`config.mk`:
```
export PLATFORM = sky130hd
export DESIGN_NAME = pwm_tick_gen_flat
export DESIGN_NICKNAME = d
export VERILOG_FILES = /design/src/rtl/pwm_tick_gen_pkg.sv /design/src/rtl/pwm_tick_gen_if.sv /design/src/rtl/pwm_tick_gen_tick_edge_det.sv /design/src/rtl/pwm_tick_gen.sv /design/src/flat_wrapper.sv
export SDC_FILE = /design/constraint.sdc
export NUM_CORES = 1
export LEC_CHECK = 0
export CAP_MARGIN = 20
export CORE_ASPECT_RATIO = 1.75
export CORE_MARGIN = 2
export CORE_UTILIZATION = 60
export DETAILED_ROUTE_END_ITERATION = 12
export HOLD_SLACK_MARGIN = 0.05
export PLACE_DENSITY_LB_ADDON = 0.2
export SLEW_MARGIN = 20
export SYNTH_ARGS = -nofsm -noshare
export SYNTH_HDL_FRONTEND = slang
export SYNTH_HIERARCHICAL = 1
export SYNTH_SLANG_ARGS = --single-unit
```
`constraint.sdc`:
```
create_clock -name clk_100MHz -period 4.12 [get_ports clk_100MHz]
set_input_delay 0.412 -clock clk_100MHz [delete_from_list [all_inputs] [get_ports clk_100MHz]]
set_output_delay 0.412 -clock clk_100MHz [all_outputs]
set_load 0.02 [all_outputs]
```
`src/rtl/pwm_tick_gen_pkg.sv`:
```
// pwm_tick_gen shared definitions.
// Defaults and tick-rate planning constants.
package pwm_tick_gen_pkg;

  localparam int DEF_WIDTH  = 8;
  localparam int DEF_PERIOD = 200;

  localparam int SYS_CLK_HZ       = 100_000_000;
  localparam int TICK_HZ          = 5_000_000;
  localparam int TICKS_PER_PERIOD = DEF_PERIOD;
  localparam int PWM_HZ           = TICK_HZ / TICKS_PER_PERIOD;

  typedef enum logic {
    DUTY_IDLE = 1'b0,
    DUTY_PEND = 1'b1
  } duty_st_t;

endpackage

```
`src/rtl/pwm_tick_gen_if.sv`:
```
// Duty-value valid/ready handshake.
// Source drives duty_in/duty_valid.
interface pwm_tick_gen_if #(
  parameter int WIDTH = 8
) ();

  logic [WIDTH-1:0] duty_in;
  logic             duty_valid;
  logic             duty_ready;

  modport master (
    output duty_in,
    output duty_valid,
    input  duty_ready
  );

  modport slave (
    input  duty_in,
    input  duty_valid,
    output duty_ready
  );

endinterface

```
`src/rtl/pwm_tick_gen_tick_edge_det.sv`:
```
// Rising-edge detector for a slow tick level.
// Emits a one-cycle tick per rising edge.
module tick_edge_det (
  input  logic clk,
  input  logic rst,
  input  logic sig,
  output logic tick
);

  logic sig_q;

  // Remember last cycle's level of the tick source.
  always_ff @(posedge clk or posedge rst) begin
    if (rst) begin
      sig_q <= 1'b0;
    end else begin
      sig_q <= sig;
    end
  end

  assign tick = sig & ~sig_q;

endmodule

```
`src/rtl/pwm_tick_gen.sv`:
```
// Tick-driven PWM generator on the system clock.
// Duty updates land only on period boundaries.
module pwm_tick_gen
  import pwm_tick_gen_pkg::*;
#(
  parameter int WIDTH  = DEF_WIDTH,
  parameter int PERIOD = DEF_PERIOD
) (
  input  logic         clk_100MHz,
  input  logic         rst,
  input  logic         tick_in,
  pwm_tick_gen_if.slave duty,
  output logic         pwm_out,
  output logic         period_start
);

  localparam logic [WIDTH-1:0] LAST = WIDTH'(PERIOD - 1);
  localparam logic [WIDTH-1:0] PLEN = WIDTH'(PERIOD);

  logic             tick;
  logic             wrap;
  logic [WIDTH-1:0] cnt;
  logic [WIDTH-1:0] cnt_nxt;
  logic [WIDTH-1:0] duty_active;
  logic [WIDTH-1:0] duty_pending;
  logic [WIDTH-1:0] duty_eff;
  logic             pwm_nxt;
  logic             accept;
  logic             apply;
  duty_st_t         st;
  duty_st_t         st_nxt;

  tick_edge_det u_edge (
    .clk  (clk_100MHz),
    .rst  (rst),
    .sig  (tick_in),
    .tick (tick)
  );

  assign cnt_nxt = (cnt == LAST) ? '0 : cnt + 1'b1;
  assign wrap    = tick & (cnt == LAST);

  // Handshake state: a captured duty waits here for the next wrap.
  always_ff @(posedge clk_100MHz or posedge rst) begin
    if (rst) begin
      st <= DUTY_IDLE;
    end else begin
      st <= st_nxt;
    end
  end

  // Accept when idle; apply and reopen on a wrap while pending.
  always_comb begin
    st_nxt = st;
    accept = 1'b0;
    apply  = 1'b0;
    unique case (st)
      DUTY_IDLE: begin
        if (duty.duty_valid) begin
          accept = 1'b1;
          st_nxt = DUTY_PEND;
        end
      end
      DUTY_PEND: begin
        if (wrap) begin
          apply  = 1'b1;
          st_nxt = DUTY_IDLE;
        end
      end
    endcase
  end

  assign duty.duty_ready = (st == DUTY_IDLE);

  assign duty_eff = apply ? duty_pending : duty_active;

  // Compare against the post-edge count and duty, so no extra lag.
  always_comb begin
    pwm_nxt = 1'b0;
    if (duty_eff >= PLEN) begin
      pwm_nxt = 1'b1;
    end else begin
      pwm_nxt = (cnt_nxt < duty_eff);
    end
  end

  // Counter, duty registers and registered outputs.
  always_ff @(posedge clk_100MHz or posedge rst) begin
    if (rst) begin
      cnt          <= '0;
      duty_active  <= '0;
      duty_pending <= '0;
      pwm_out      <= 1'b0;
      period_start <= 1'b0;
    end else begin
      period_start <= wrap;
      if (tick) begin
        cnt     <= cnt_nxt;
        pwm_out <= pwm_nxt;
      end
      if (apply) begin
        duty_active <= duty_pending;
      end
      if (accept) begin
        duty_pending <= duty.duty_in;
      end
    end
  end

endmodule
```
`src/flat_wrapper.sv`:
```
// flat-port wrapper written by rule: the top's interface ports become plain ports
module pwm_tick_gen_flat import pwm_tick_gen_pkg::*;
#(
  parameter int WIDTH  = DEF_WIDTH,
  parameter int PERIOD = DEF_PERIOD
)
  (clk_100MHz, rst, tick_in, pwm_out, period_start, duty_duty_in, duty_duty_valid, duty_duty_ready);
  pwm_tick_gen_if #(.WIDTH(WIDTH)) duty_i ();
  input  logic clk_100MHz;
  input  logic rst;
  input  logic tick_in;
  output logic pwm_out;
  output logic period_start;
  input wire logic [$bits(duty_i.duty_in)-1:0] duty_duty_in;
  input wire logic [$bits(duty_i.duty_valid)-1:0] duty_duty_valid;
  output wire logic [$bits(duty_i.duty_ready)-1:0] duty_duty_ready;
  assign duty_i.duty_in = duty_duty_in;
  assign duty_i.duty_valid = duty_duty_valid;
  assign duty_duty_ready = duty_i.duty_ready;
  pwm_tick_gen #(.WIDTH(WIDTH), .PERIOD(PERIOD)) u_core (.clk_100MHz(clk_100MHz), .rst(rst), .tick_in(tick_in), .duty(duty_i), .pwm_out(pwm_out), .period_start(period_start));
endmodule
```
==> metrics.txt <==
instance area at placement=1710 um2; Via density=5.97; proportion of layout cells with a drive suffix above 1=0.148; number of cells on the worst reg-to-reg path=10; total DRC errors in the routed layout=0; post-CTS setup buffer count=0; timing startpoint of the critical path=tick_in; leading cell types by total area after synthesis=dfrtp_1, mux2_2, ha_1; initial antenna violation count=0; H-tree Lvls=1; number of setup violations in the final report=0; pre-CTS setup slack=0.750 ns; Final WS setup=1.05 ns; count leader, synth=dfrtp_1; cell area power density=463 nW/um2; clock sink count=28; clock insertion delay at the later pin of the skew report=0.28 ns; grt total ovfl=0; I/O pin count=15; Final Cycle Share=0.744; Worst Path Max Fanout=13; ordered list of cells on the worst path=clkdlybuf4s50_1 > nor2b_4 > nand2_1 > nor4_4 > mux2i_1 > ha_1 > nand4_1 > a21oi_1 > nand2_1 > a221oi_2 > o32ai_1; max-cap check violation count=0; Setup Total Neg Slack=0 ns; post-route cell area=1790 um2; vias in the first global route=1108; remaining antenna violation count=0; gate count after technology mapping=143; Worst Setup Path Type=input port to register; via count=1081; Worst setup EP type=register; highest ir drop seen on vdd=0.259 mV; run status=completed; worst slew slack as a fraction of its limit=0.539; shortest clock period the worst path allows after layout=3.07 ns; Root Buffer Master=clkbuf_8; maximum number of pins on one net before global-route repair=28; number of buffers and inverters on the critical path=1; first drt pass iteration count=4; core footprint=2490 um2; Largest delay share family, worst path=simple AND/OR/NAND/NOR gates; Data arrival, critical path=3.23 ns; global-route wire length before repair=5420 um; launching element type of the critical path=input port; Hold Crit Class=input port to asynchronous set/reset pin; final hold viol count=0; clock buffer depth=2; slew of the pin with the lowest slew margin=0.687 ns; area enclosed by the die boundary=3070 um2; critical path data required time=4.28 ns; count of instances resized after the clock tree is built=0; Final Non-Filler Cells=181; Die W=42.8 um; Area Growth Syn to Fin=13.3%; dominant register cell in the synthesized netlist=dfrtp_1; synthesized net count=163; RSZ-0062 raised after global routing=false; top cells by count, synth=dfrtp_1, inv_1, nand2_1, mux2_2, ha_1; post-synthesis instance area=1580 um2; number of diodes=0; Net count, final=176; average wire per cell in the routed design=17.0 um; final core occ=0.717; detailed-placement wirelength estimate=2320 um; Yosys top cell by area=dfrtp_1; static leakage=0.000847 uW; per-instance average area after synthesis=11.0 um2; Netlist cell types=41; # hold bufs at CTS=0; synthesized flop and latch total=28; clock tree from TritonCTS=built; Placed Cells incl. Taps=176; most repeated library cell on the critical path=nand2_1; number of DRC markers in iteration 0=19; clock transition at the register clock pins on the worst setup and hold paths after CTS=0.10 ns; library cell contributing the largest single delay on the critical path=nor4_4; Starting Density=0.633; fraction of synthesis flops using an asynchronous set or reset pin=1.00; RR Endpoint=u_core/pwm_out; Detailed Route WL=3080 um; Seq/Total Area, Yosys=0.444; setup slack, reg-to-reg=1.06 ns; FMAX=326 MHz; number of buffers inserted during clock tree synthesis=3; Cell Rows=24; overall fraction of global-route tracks in use=0.234; area share of the largest cell type after synthesis=0.444; input/output buffers=14; gp weighted congestion=0.892; Final Skew=0.00387 ns; RR Startpoint=u_core/cnt[0]; count of flip-flops with a built-in enable after synthesis=0; Final Max Slew Viols=0; Max stage delay on crit path=0.55 ns; number of warnings printed during yosys synthesis=6; Die Ht=71.8 um
cell type report:
| class | instances | area (um2) |
|---|---|---|
| Inverter | 14 | 52.6 |
| Timing Repair Buffer | 16 | 175 |
| Multi-Input combinational cell | 93 | 772 |
| Tap cell | 26 | 32.5 |
| Sequential cell | 28 | 701 |
| Clock buffer | 4 | 55.1 |
| Fill cell | 177 | 704 |
layout by cell type (no fill, tap or decap), types with 2 or more instances in the layout:
cell type / synthesis / layout
nor4_4: 2 / 2
clkbuf_8: 0 / 4
nand3_1: 2 / 2
o31ai_1: 2 / 2
and3_1: 2 / 2
nand2_1: 11 / 11
a21o_1: 2 / 2
o21ai_0: 6 / 6
a21oi_1: 4 / 4
mux2i_1: 7 / 7
mux2_2: 9 / 9
nor2b_1: 2 / 2
dfrtp_1: 28 / 28
nor2_1: 6 / 6
nor3_1: 2 / 2
clkdlybuf4s50_1: 0 / 14
inv_1: 14 / 13
ha_1: 8 / 8
nand4_1: 3 / 3
xnor2_1: 5 / 5
xor2_1: 2 / 2
kinds of logic (layout without fill, tap and decap cells):
group,Yosys count,after routing,synth area share
DFF,28,28,0.444
adders and majority gates,8,8,0.0634
AOI/OAI and AO/OA,22,22,0.0968
xor gates and xnor gates,7,7,0.0389
muxes,18,18,0.125
and+or+nand+nor,38,38,0.165
buffers and inverters,22,34,0.0666
routing by layer:
metal / part of all wire / global-route usage
met1: 0.40 / 0.281
met2: 0.57 / 0.411
met3: 0.015 / 0.0252
met4: 0.020 / 0.101
met5: 0 / 0
worst max-delay path by stage:
stage | end | slack (ns) | cells after the start
after floorplan | u_core/pwm_out | 1.60 | 11
after global placement | u_core/pwm_out | 0.88 | 11
after detailed placement | u_core/pwm_out | 0.75 | 11
after CTS | u_core/pwm_out | 1.04 | 11
after global routing | u_core/pwm_out | 0.78 | 10
final | u_core/pwm_out | 1.05 | 11
sequential cells by signal, summed over array words and instances, names as in the netlist:
register and flops:
u_core/u_edge/sig_q 1, u_core/cnt 8, u_core/duty_active 8, u_core/period_start 1
u_core/pwm_out 1, u_core/duty_pending 8, u_core/st 1
where the power goes:
part / total [uW] / internal (uW) / leakage (uW) / switching [uW]
registers: 384 / 310 / 0.000362 / 74.2
clock network: 176 / 85.9 / 0.0000288 / 90.3
logic: 268 / 138 / 0.000456 / 129
total: 828 / 534 / 0.000847 / 294
stage by stage:
| stage | hold WS [ns] | total power, uW |
|---|---|---|
| 3_3_place_gp | 0.477 | 633 |
| 5_1_grt | 0.295 | 883 |
| 3_5_place_dp | 0.472 | 651 |
| 6_report | 0.284 | 828 |
| 2_1_floorplan | 0.141 | 591 |
| 4_1_cts | 0.279 | 823 |
Note: power is estimated with default switching activity, not from simulation.
